--- config.mk ---
export PLATFORM = sky130hd
export DESIGN_NAME = pipeline_stall_controller
export DESIGN_NICKNAME = d
export VERILOG_FILES = /design/src/rtl/pipeline_stall_controller.sv
export SDC_FILE = /design/constraint.sdc
export NUM_CORES = 1
export LEC_CHECK = 0
export ABC_CLOCK_PERIOD_IN_PS = 6500
export BUFFER_PORTS_ARGS = -buffer_cell sky130_fd_sc_hd__buf_2
export CAP_MARGIN = 20
export CORE_UTILIZATION = 50
export DETAILED_ROUTE_END_ITERATION = 8
export GPL_TIMING_DRIVEN = 0
export HOLD_SLACK_MARGIN = 0.02
export PLACE_DENSITY = 0.73
export SYNTH_ARGS = -nofsm -noshare
export SYNTH_HDL_FRONTEND = slang
export SYNTH_SLANG_ARGS = --single-unit
--- constraint.sdc ---
create_clock -name clock -period 6.5 [get_ports clock]
set_clock_uncertainty 0.2 [all_clocks]
set_input_delay 0.325 -clock clock [delete_from_list [all_inputs] [get_ports clock]]
set_output_delay 0.325 -clock clock [all_outputs]
set_load 0.02 [all_outputs]
--- src/rtl/pipeline_stall_controller.sv ---
// Stall/flush sequencer for the 5-stage pipeline: merges hazard, branch, memory-wait
// and halt requests into one per-cycle action, plus a stall watchdog and perf counters.
module pipeline_stall_controller #(
  parameter int unsigned FLUSH_CYCLES = 2,
  parameter int unsigned STALL_LIMIT  = 4,
  parameter int unsigned CNT_W        = 16
) (
  input  logic             clock,
  input  logic             reset,
  input  logic             hasHazard,
  input  logic             branch_taken,
  input  logic             mem_busy,
  input  logic             halt,
  output logic             PCWrite,
  output logic             IF_ID_Hold,
  output logic             IF_ID_Flush,
  output logic             ID_EX_CtrlFlush,
  output logic             ID_EX_Hold,
  output logic             EX_MEM_Hold,
  output logic             halted,
  output logic             stall_error,
  output logic [CNT_W-1:0] stall_cycles,
  output logic [CNT_W-1:0] flush_events
);

  typedef enum logic [1:0] {ST_RUN, ST_FLUSH, ST_HALT} state_e;
  typedef enum logic [2:0] {
    ACT_RESET, ACT_HALT, ACT_MEMWAIT, ACT_FLUSH, ACT_STALL, ACT_RUN
  } action_e;

  localparam logic [2:0]       FLUSH_RELOAD = 3'(FLUSH_CYCLES - 1);
  localparam logic [3:0]       STALL_LIM    = 4'(STALL_LIMIT);
  localparam logic [CNT_W-1:0] CNT_MAX      = '1;

  state_e           state_q, state_d;
  action_e          action;
  logic [2:0]       flush_left_q, flush_left_d;
  logic             branch_pend_q, branch_pend_d;
  logic [3:0]       stall_run_q, stall_run_d;
  logic             stall_error_q, stall_error_d;
  logic [CNT_W-1:0] stall_cycles_q, stall_cycles_d;
  logic [CNT_W-1:0] flush_events_q, flush_events_d;

  always_comb begin
    if (reset)                                         action = ACT_RESET;
    else if (state_q == ST_HALT || halt)               action = ACT_HALT;
    else if (mem_busy)                                 action = ACT_MEMWAIT;
    else if (state_q == ST_FLUSH || branch_taken || branch_pend_q)
                                                       action = ACT_FLUSH;
    else if (hasHazard)                                action = ACT_STALL;
    else                                               action = ACT_RUN;
  end

  // NOTE: every output gets a default before the case so no path can infer a latch.
  always_comb begin
    PCWrite         = 1'b0;
    IF_ID_Hold      = 1'b0;
    IF_ID_Flush     = 1'b0;
    ID_EX_CtrlFlush = 1'b0;
    ID_EX_Hold      = 1'b0;
    EX_MEM_Hold     = 1'b0;
    halted          = 1'b0;
    unique case (action)
      ACT_RUN:     PCWrite = 1'b1;
      ACT_STALL:   begin IF_ID_Hold = 1'b1; ID_EX_CtrlFlush = 1'b1; end
      ACT_MEMWAIT: begin IF_ID_Hold = 1'b1; ID_EX_Hold = 1'b1; EX_MEM_Hold = 1'b1; end
      ACT_FLUSH:   begin PCWrite = 1'b1; IF_ID_Flush = 1'b1; ID_EX_CtrlFlush = 1'b1; end
      ACT_HALT:    begin IF_ID_Hold = 1'b1; ID_EX_CtrlFlush = 1'b1; halted = 1'b1; end
      ACT_RESET:   begin IF_ID_Flush = 1'b1; ID_EX_CtrlFlush = 1'b1; end
      default:     ;
    endcase
  end

  always_comb begin
    state_d        = state_q;
    flush_left_d   = flush_left_q;
    branch_pend_d  = branch_pend_q;
    stall_run_d    = stall_run_q;
    stall_error_d  = stall_error_q;
    stall_cycles_d = stall_cycles_q;
    flush_events_d = flush_events_q;
    unique case (action)
      ACT_HALT:    state_d = ST_HALT;
      ACT_MEMWAIT: if (branch_taken) branch_pend_d = 1'b1;
      ACT_FLUSH: begin
        stall_run_d = 4'd0;
        // A branch left pending by a mid-flush memory wait restarts the count like a fresh pulse.
        if (state_q != ST_FLUSH || branch_taken || branch_pend_q) begin
          flush_left_d  = FLUSH_RELOAD;
          branch_pend_d = 1'b0;
          if (flush_events_q != CNT_MAX) flush_events_d = flush_events_q + 1'b1;
          state_d = (FLUSH_RELOAD == 3'd0) ? ST_RUN : ST_FLUSH;
        end else begin
          flush_left_d = flush_left_q - 3'd1;
          if (flush_left_q == 3'd1) state_d = ST_RUN;
        end
      end
      ACT_STALL: begin
        if (stall_run_q != 4'hF) stall_run_d = stall_run_q + 4'd1;
        if (stall_cycles_q != CNT_MAX) stall_cycles_d = stall_cycles_q + 1'b1;
        if (stall_run_d == STALL_LIM) stall_error_d = 1'b1;
      end
      ACT_RUN: stall_run_d = 4'd0;
      default: ;
    endcase
  end

  // NOTE: state registers use non-blocking assignments so all of them update from pre-edge values.
  always_ff @(posedge clock) begin
    if (reset) begin
      state_q        <= ST_RUN;
      flush_left_q   <= 3'd0;
      branch_pend_q  <= 1'b0;
      stall_run_q    <= 4'd0;
      stall_error_q  <= 1'b0;
      stall_cycles_q <= '0;
      flush_events_q <= '0;
    end else begin
      state_q        <= state_d;
      flush_left_q   <= flush_left_d;
      branch_pend_q  <= branch_pend_d;
      stall_run_q    <= stall_run_d;
      stall_error_q  <= stall_error_d;
      stall_cycles_q <= stall_cycles_d;
      flush_events_q <= flush_events_d;
    end
  end

  assign stall_error  = stall_error_q;
  assign stall_cycles = stall_cycles_q;
  assign flush_events = flush_events_q;

endmodule
== After elaboration in Yosys (flattened, before gate mapping) ==
Cells that the tools add are included.
Word-level totals
  register bits after elaboration: 43
  output and inout bits: 40
  word-level logic and storage cells: 66
Cells by class
  add/sub/neg operators: 4
  equality and inequality tests: 16
  multiplexer cells: 21
  reductions and logical operators: 18
Operators with widths (number)
  16-bit by 1-bit adder with 16-bit output (second input constant): 2
  16-bit inequality test (second input constant): 2
  3-bit 2-to-1 mux: 5
  1-bit 2-to-1 mux: 9
  4-bit 2-to-1 mux: 2
  4-bit case mux with 2 select lines: 1
  3-bit by 1-bit == test with 1-bit output (second input constant): 2
  3-bit by 2-bit == test with 1-bit output (second input constant): 2
  3-bit == test (second input constant): 2
  2-bit AND reduction: 3
  3-bit AND reduction: 2
  2-bit nonzero test: 3
  1-bit logical OR: 5
  4-bit by 1-bit adder with 4-bit output (second input constant): 1
  4-bit by 3-bit == test with 1-bit output (second input constant): 1
  2-bit 2-to-1 mux: 2
  2-bit inequality test (second input constant): 2
  4-bit inequality test (second input constant): 1
  2-bit case mux with 2 select lines: 1
  2-bit OR reduction: 2
  4-bit OR reduction: 1
  3-bit logical NOT: 1
  3-bit inequality test (second input constant): 1
  3-bit OR reduction: 1
  other kinds (5): 5

== Logic depth before layout (Yosys ltp) ==
Gate-level depths: netlist of run 1.
  word-level depth: 11
  gate-level depth with buffers: 7
  gate-level depth less buffers: 5

== Worst setup path before layout of run 1 ==
OpenSTA, ideal clock, no wires.
  kind: flip-flop to flip-flop
  start point: register stall_cycles_q[0] (netlist: stall_cycles[0])
  end point: register stall_cycles_q[2] (netlist: stall_cycles[2])
  library setup time: 0.101 ns
  data arrival time: 2.014 ns
  setup slack: 4.185 ns
  stages on the path, launching flop included: 7
  path buffers: 1
  cell sequence: dfxtp_1 > ha_1 > nand4_1 > nor4_1 > buf_2 > o311ai_0 > o41ai_1
Between the ends
  cells in the longest elaborated chain, start to end: 2
  elaborated cells between the ends (all ways): 3
Ends and longest elaborated chain
  from (decl): line 41  | logic [CNT_W-1:0] stall_cycles_q, stall_cycles_d;
  from (signal assigned): line 124  | stall_cycles_q <= stall_cycles_d;
  branches (longest 2 deep; another with 16-bit by 1-bit adder with 16-bit output)
Parallel ways; which one is timed is not known.
A chain may end at the register's enable or synchronous reset.

== Worst setup path after layout of run 1 ==
Ends and elaborated chain as after synthesis.

==> results of run 1 <==
final timing paths:
kind	from	to	cells after the start
worst max register to register	stall_cycles[0]$_SDFFE_PP0P_	stall_cycles[2]$_SDFFE_PP0P_	6
worst max-delay path	stall_cycles[0]$_SDFFE_PP0P_	stall_cycles[2]$_SDFFE_PP0P_	6
worst min-delay path	halt	state_q[0]$_SDFFE_PP0P_	3
worst min register to register	flush_left_q[1]$_SDFFE_PP0P_	flush_left_q[1]$_SDFFE_PP0P_	2
synth_stat cells, types with 9 or more instances:
master	n	area share [%]
nand2_1	21	3.3
nand4_1	9	2.3
nor3_1	10	2.1
a21oi_1	20	4.2
o31ai_1	10	3.1
or4_1	11	3.4
nor2b_1	9	2.3
inv_1	10	1.6
nand3_1	19	3.9
nor4_1	11	2.9
dfxtp_1	43	36
nor2_1	18	2.8
cell usage in the layout (no fill, tap or decap), types with 6 or more instances in the layout:
| master | n |
|---|---|
| nor2b_1 | 9 |
| o31ai_1 | 10 |
| nor2_1 | 18 |
| nand3_1 | 19 |
| or4_1 | 11 |
| inv_1 | 10 |
| nor4_1 | 11 |
| nor3_1 | 10 |
| nand4_1 | 9 |
| o21ai_0 | 6 |
| and3_1 | 6 |
| a21oi_1 | 20 |
| mux2_2 | 8 |
| buf_2 | 49 |
| dfxtp_1 | 43 |
| nand2_1 | 21 |
| clkbuf_1 | 8 |
layout make-up:
cell class / instances / area (um^2)
plain buffers: 16 / 76.3
multi-input cells: 220 / 1440
inverters: 10 / 37.5
clock inverters: 3 / 15.0
clock buffers: 5 / 68.8
fillers: 415 / 1720
flip-flops and latches: 43 / 861
repair buffers: 45 / 225
well taps: 52 / 65.1
power breakdown:
part | internal (uW) | switching [uW] | total, uW
Clock | 73.7 | 93.3 | 167
Combinational | 11.3 | 23.7 | 35.0
Sequential | 265 | 3.01 | 268
layer usage:
layer / part of all wire (%) / global-route usage (%)
met1: 50 / 33.6
met4: 0.91 / 6.67
met2: 45 / 37.2
met3: 3.9 / 3.38
met5: 0 / 0
state kept, by name (all words and copies together) (netlist names):
register / cells
branch_pend_q: 1
flush_events: 16
flush_left_q: 3
stall_cycles: 16
stall_error: 1
stall_run_q: 4
state_q: 2
through the flow:
| step | area (um^2) | hold WS (ps) | setup slack, ps | util [%] |
|---|---|---|---|---|
| floorplan | 2410 | 232 | 4180 | - |
| global placement | 2700 | 239 | 3880 | 59.9 |
| detailed placement | 2700 | 261 | 3870 | 59.9 |
| CTS | 2780 | 163 | 3860 | 61.8 |
| global route | 2780 | 198 | 3650 | 61.8 |
| finish | 2780 | 176 | 3790 | 61.8 |
critical path: cells and delay by family, from the launching register on:
kind	cells	cell delay [ps]
AND/OR/NAND/NOR	2	1080
flip-flops	1	450
buffers and inverters	1	350
adder cells (fa/ha/maj)	1	270
AO/OA/AOI/OAI	2	260
logic make-up after synthesis:
logic type / synth area share [%]
DFF: 35.7
xor gates and xnor gates: 1.09
AOI/OAI and AO/OA: 17.0
adders and majority gates: 2.60
and+or+nand+nor: 33.1
muxes: 5.82
buffers and inverters: 4.73
==> flow_summary.ini, run 1 <==
[die]
die_h_um = 71.4
fp.dieW_um = 71.4
rows = 24
io_pins = 46
die_area_um2 = 5100
initial_core_util_pct = 53.5
coreArea_um2 = 4500

[job]
drv_cap = 0

[setup_path]
crit_path_max_incr_delay_ps = 940
crit_chain = ha_1 -> nand4_1 -> nor4_1 -> buf_2 -> o311ai_0 -> o41ai_1
arrival_ps = 2700
rrSetupSlack_ps = 3790
slowest_stage = nor4_1
cp-start-kind = flip-flop
crit_fanout = 10
critical_path_class = flip-flop to flip-flop
end_kind = flip-flop
required_ps = 6490

[synthesis]
synth_edf_count = 0
synth_flop_cell = dfxtp_1
synth_area_um2 = 2410
synthCells = 289
syn_nets = 300
yosysSeqAreaShare_pct = 35.7
ys_ff_latch = 43
synthArstFlopShare_pct = 0
yosysWarnings = 0
synthDistinctLibCells = 55
syn-mean-instance-area_um2 = 8.34

[global_route]
grt_pass1_vias = 2082
grt_pass1_wl_um = 9640
grt_max_degree = 14
track_usage_pct = 23.6
grt_overflow = 0
antenna_found_initial = 0

[clock_network]
h-tree-depth = 2
cts_setup_buffers = 0
path_clk_slew_ps = 90
clock_sinks = 43
cts_made_buffers = 5
cts_root_buf = clkbuf_8
hold_buffers = 0
cts_tree = yes
clkLatencyLatePin_ps = 300
cts.repair.resized = 0
cts_max_path_buffers = 2

[timing]
period_minus_slack_ps = 2710
maxSlewViolCount = 0
post-route-period-util_pct = 41.8
max_freq_ghz = 0.368
finalSetupViolCount = 0
tightest_slew_ps = 1140
rsz0062_at_grt = no
maxSlewHeadroom_pct = 23.2
hold_viol = 0
setup_tns_ps = 0

[routing]
first_iter_violations = 150
vias = 2410
drc = 0
via_per_inst = 6.12
final_antenna_net_count = 0
drt_first_pass_iters = 4
wl_per_cell_um = 14.6
drt-total-wl_um = 5740

[placement]
post-dp-hpwl_um = 4180
io_buffers = 45
dp_cells = 386
gp_congestion = 0.837

[hold_path]
hp-class = primary input to flip-flop

[final_layout]
insertedDiodeCount = 0
layout.nets = 352
area_delta_synth_final_pct = 15.5
drive_gt1_share_pct = 21.9
layoutNonFillerInstCount = 394

[status]
status = completed

[power]
power_uw = 470
p_leak_uw = 0.00106
irDropWorstVdd_uv = 112
power.density_nw_per_um2 = 169
Note: power is estimated with default switching activity, not from simulation.
==> run 2: changes to the inputs <==
--- a/config.mk
+++ b/config.mk
@@ -5,14 +5,15 @@
 export SDC_FILE = /design/constraint.sdc
 export NUM_CORES = 1
 export LEC_CHECK = 0
-export ABC_CLOCK_PERIOD_IN_PS = 6500
+export ABC_AREA = 1
+export ABC_CLOCK_PERIOD_IN_PS = 2800
 export BUFFER_PORTS_ARGS = -buffer_cell sky130_fd_sc_hd__buf_2
 export CAP_MARGIN = 20
 export CORE_UTILIZATION = 50
 export DETAILED_ROUTE_END_ITERATION = 8
 export GPL_TIMING_DRIVEN = 0
 export HOLD_SLACK_MARGIN = 0.02
-export PLACE_DENSITY = 0.73
+export PLACE_DENSITY = 0.72
 export SYNTH_ARGS = -nofsm -noshare
 export SYNTH_HDL_FRONTEND = slang
 export SYNTH_SLANG_ARGS = --single-unit
==> constraint.sdc (replaced) <==
create_clock -name clock -period 2.8 [get_ports clock]
set_clock_uncertainty 0.2 [all_clocks]
set_input_delay 0.14 -clock clock [delete_from_list [all_inputs] [get_ports clock]]
set_output_delay 0.14 -clock clock [all_outputs]
set_load 0.02 [all_outputs]
==> flow_summary.ini, run 2 <==
[status]
status = completed

[setup_path]
cp_num_buf_inv = 4
slowest_stage = o21ai_0
critical_path_class = primary input to output port
crit_fanout = 5
required_ps = 2460
arrival_ps = 1850
crit_path_max_incr_delay_ps = 530
cpMostUsedCell = buf_2
end_kind = output port
cp-start-kind = primary input
worst_path_dominant_cell_family = buffers and inverters
crit_chain = dlygate4sd3_1 -> buf_2 -> nor2_2 -> nand3_1 -> nand2_2 -> o21ai_0 -> inv_1 -> buf_2

[power]
p_switching_uw = 310
p_int_uw = 824
seqPwrFrac_pct = 55.0
irDropWorstVdd_uv = 189
p_leak_uw = 0.00136
power.density_nw_per_um2 = 350
comb_power_share_pct = 9.1
pwr-share-clk_pct = 35.9
switching_share_pct = 27.4

[die]
die_area_um2 = 5960
die_h_um = 77.2
initial_core_util_pct = 51.7
fp.dieW_um = 77.2
rows = 27
io_pins = 46
coreArea_um2 = 5470

[routing]
first_iter_violations = 154
drc = 0
final_antenna_net_count = 0
drt_first_pass_iters = 4
vias = 2723
drt-total-wl_um = 6680
wl_per_cell_um = 12.3
via_per_inst = 5.03

[clock_network]
cts_max_path_buffers = 2
h-tree-depth = 2
clkLatencyLatePin_ps = 300
path_clk_slew_ps = 90
cts_tree = yes
cts_made_buffers = 5
cts_root_buf = clkbuf_8
clock_sinks = 43
cts.repair.resized = 0

[synthesis]
synth_most_common_cell = nand2_1
syn-mean-instance-area_um2 = 6.81
synth_area_um2 = 2830
yosys.area.top_type_share_pct = 30.4
synthArstFlopShare_pct = 0
synth_common_cells = 119 x nand2_1, 46 x nor2_1, 43 x dfxtp_1
synthCells = 415
synth_flop_cell = dfxtp_1
synth_edf_count = 0
synthDistinctLibCells = 32
synth_area_leaders = dfxtp_1 30%, nand2_1 16%, nor2_1 6.1%
synth_area_leader_cell = dfxtp_1
yosysSeqAreaShare_pct = 30.4
yosysWarnings = 0
ys_ff_latch = 43
syn_nets = 426

[timing]
setup_tns_ps = 0
post-route-period-util_pct = 78.1
maxSlewViolCount = 0
finalSetupViolCount = 0
period_minus_slack_ps = 2190
max_freq_ghz = 0.457
worst_slack_ps = 614
hold_viol = 0
maxSlewHeadroom_pct = 52.0
tightest_slew_ps = 721
rsz0062_at_grt = no

[final_layout]
final_core_util_pct = 59.3
final_cell_mix = 119 x nand2_1, 46 x buf_2, 46 x nor2_1, 43 x dfxtp_1, 38 x inv_1
insertedDiodeCount = 0
fill_cells = 566
area_delta_synth_final_pct = 14.7
layout.nets = 479
mostFrequentLayoutCell = nand2_1
drive_gt1_share_pct = 24.5

[global_route]
grt_pass1_wl_um = 11300
antenna_found_initial = 0
track_usage_pct = 23.4
grt_max_degree = 14
grt_pass1_vias = 2489
grt_overflow = 0

[placement]
gp_congestion = 0.824
io_buffers = 44
post-dp-hpwl_um = 4970
place_ws_ps = 775

[job]
drv_cap = 0

[hold_path]
hp-class = primary input to flip-flop
[run 2: final cells by class]
class                      count  area, um^2  area share [%]
clock buffer                   6        72.6            2.24
tap                           72        90.1            2.78
buffer                        10        82.6            2.55
clock inverter                 2        12.5           0.386
sequential                    43         861            26.5
inverter                      41         155            4.78
multi-input combinational    321        1730            53.3
timing repair buffer          46         240            7.41
[run 2: logic make-up (layout without fill, tap and decap cells)]
logic type / after synthesis / after routing / synth area share [%]
XOR/XNOR: 15 / 15 / 4.65
AND/OR/NAND/NOR: 245 / 245 / 41.8
adder cells (fa/ha/maj): 5 / 5 / 2.21
AO/OA/AOI/OAI: 56 / 56 / 12.5
buffers and inverters: 51 / 105 / 8.41
flip-flops: 43 / 43 / 30.4
[run 2: metrics by stage]
step,hold WS [ps],instances,area (um^2),total power [uW]
final,74.3,541,3240,1130
after global placement,224,531,3140,737
after floorplan,129,415,2830,710
after CTS,82.5,541,3240,1140
after global routing,97.1,541,3240,1180
after detailed placement,246,531,3140,739
[run 2: path summary, 6_finish.rpt]
path                                                 endpoint  slack, ps  cells after the start                    startpoint
worst max-delay path                               IF_ID_Hold        610                      8                  branch_taken
worst min-delay path                 stall_error$_SDFFE_PP0P_         70                      5                     hasHazard
worst max register to register  flush_events[11]$_SDFFE_PP0P_        730                      9  flush_events[0]$_SDFFE_PP0P_
worst min register to register       stall_error$_SDFFE_PP0P_        260                      2      stall_error$_SDFFE_PP0P_
[run 2: worst reg2reg max path, cell delays in order (launching register included)]
cell and delay, ps:
dfxtp_1 470, ha_1 300, inv_1 100, nor2_4 190
nand2_2 90, nor2_2 120, nor2_2 60, buf_2 210
nand3_1 130, a21oi_2 60
[run 2: power by group through the flow]
stage	Combinational, uW	Clock (uW)	Sequential (uW)
6_report	103	407	623
5_1_grt	114	437	624
4_1_cts	104	410	623
3_5_place_dp	101	0	637
3_3_place_gp	99.7	0	637
2_1_floorplan	71.9	0	638
[run 2: metal layers]
layer	wire length [um]	track usage [%]	up-vias
met2	2960	37.6	58
met3	278	4.40	8
met1	3370	31.8	1231
met4	69	6.23	0
li1	-	-	1426
met5	0	0	-
[run 2: what timing repair did]
action | in CTS | in global routing
hold buffers | 2 | 0
endpoints found under the hold margin | 3 | 0
buffers inserted | 0 | 0
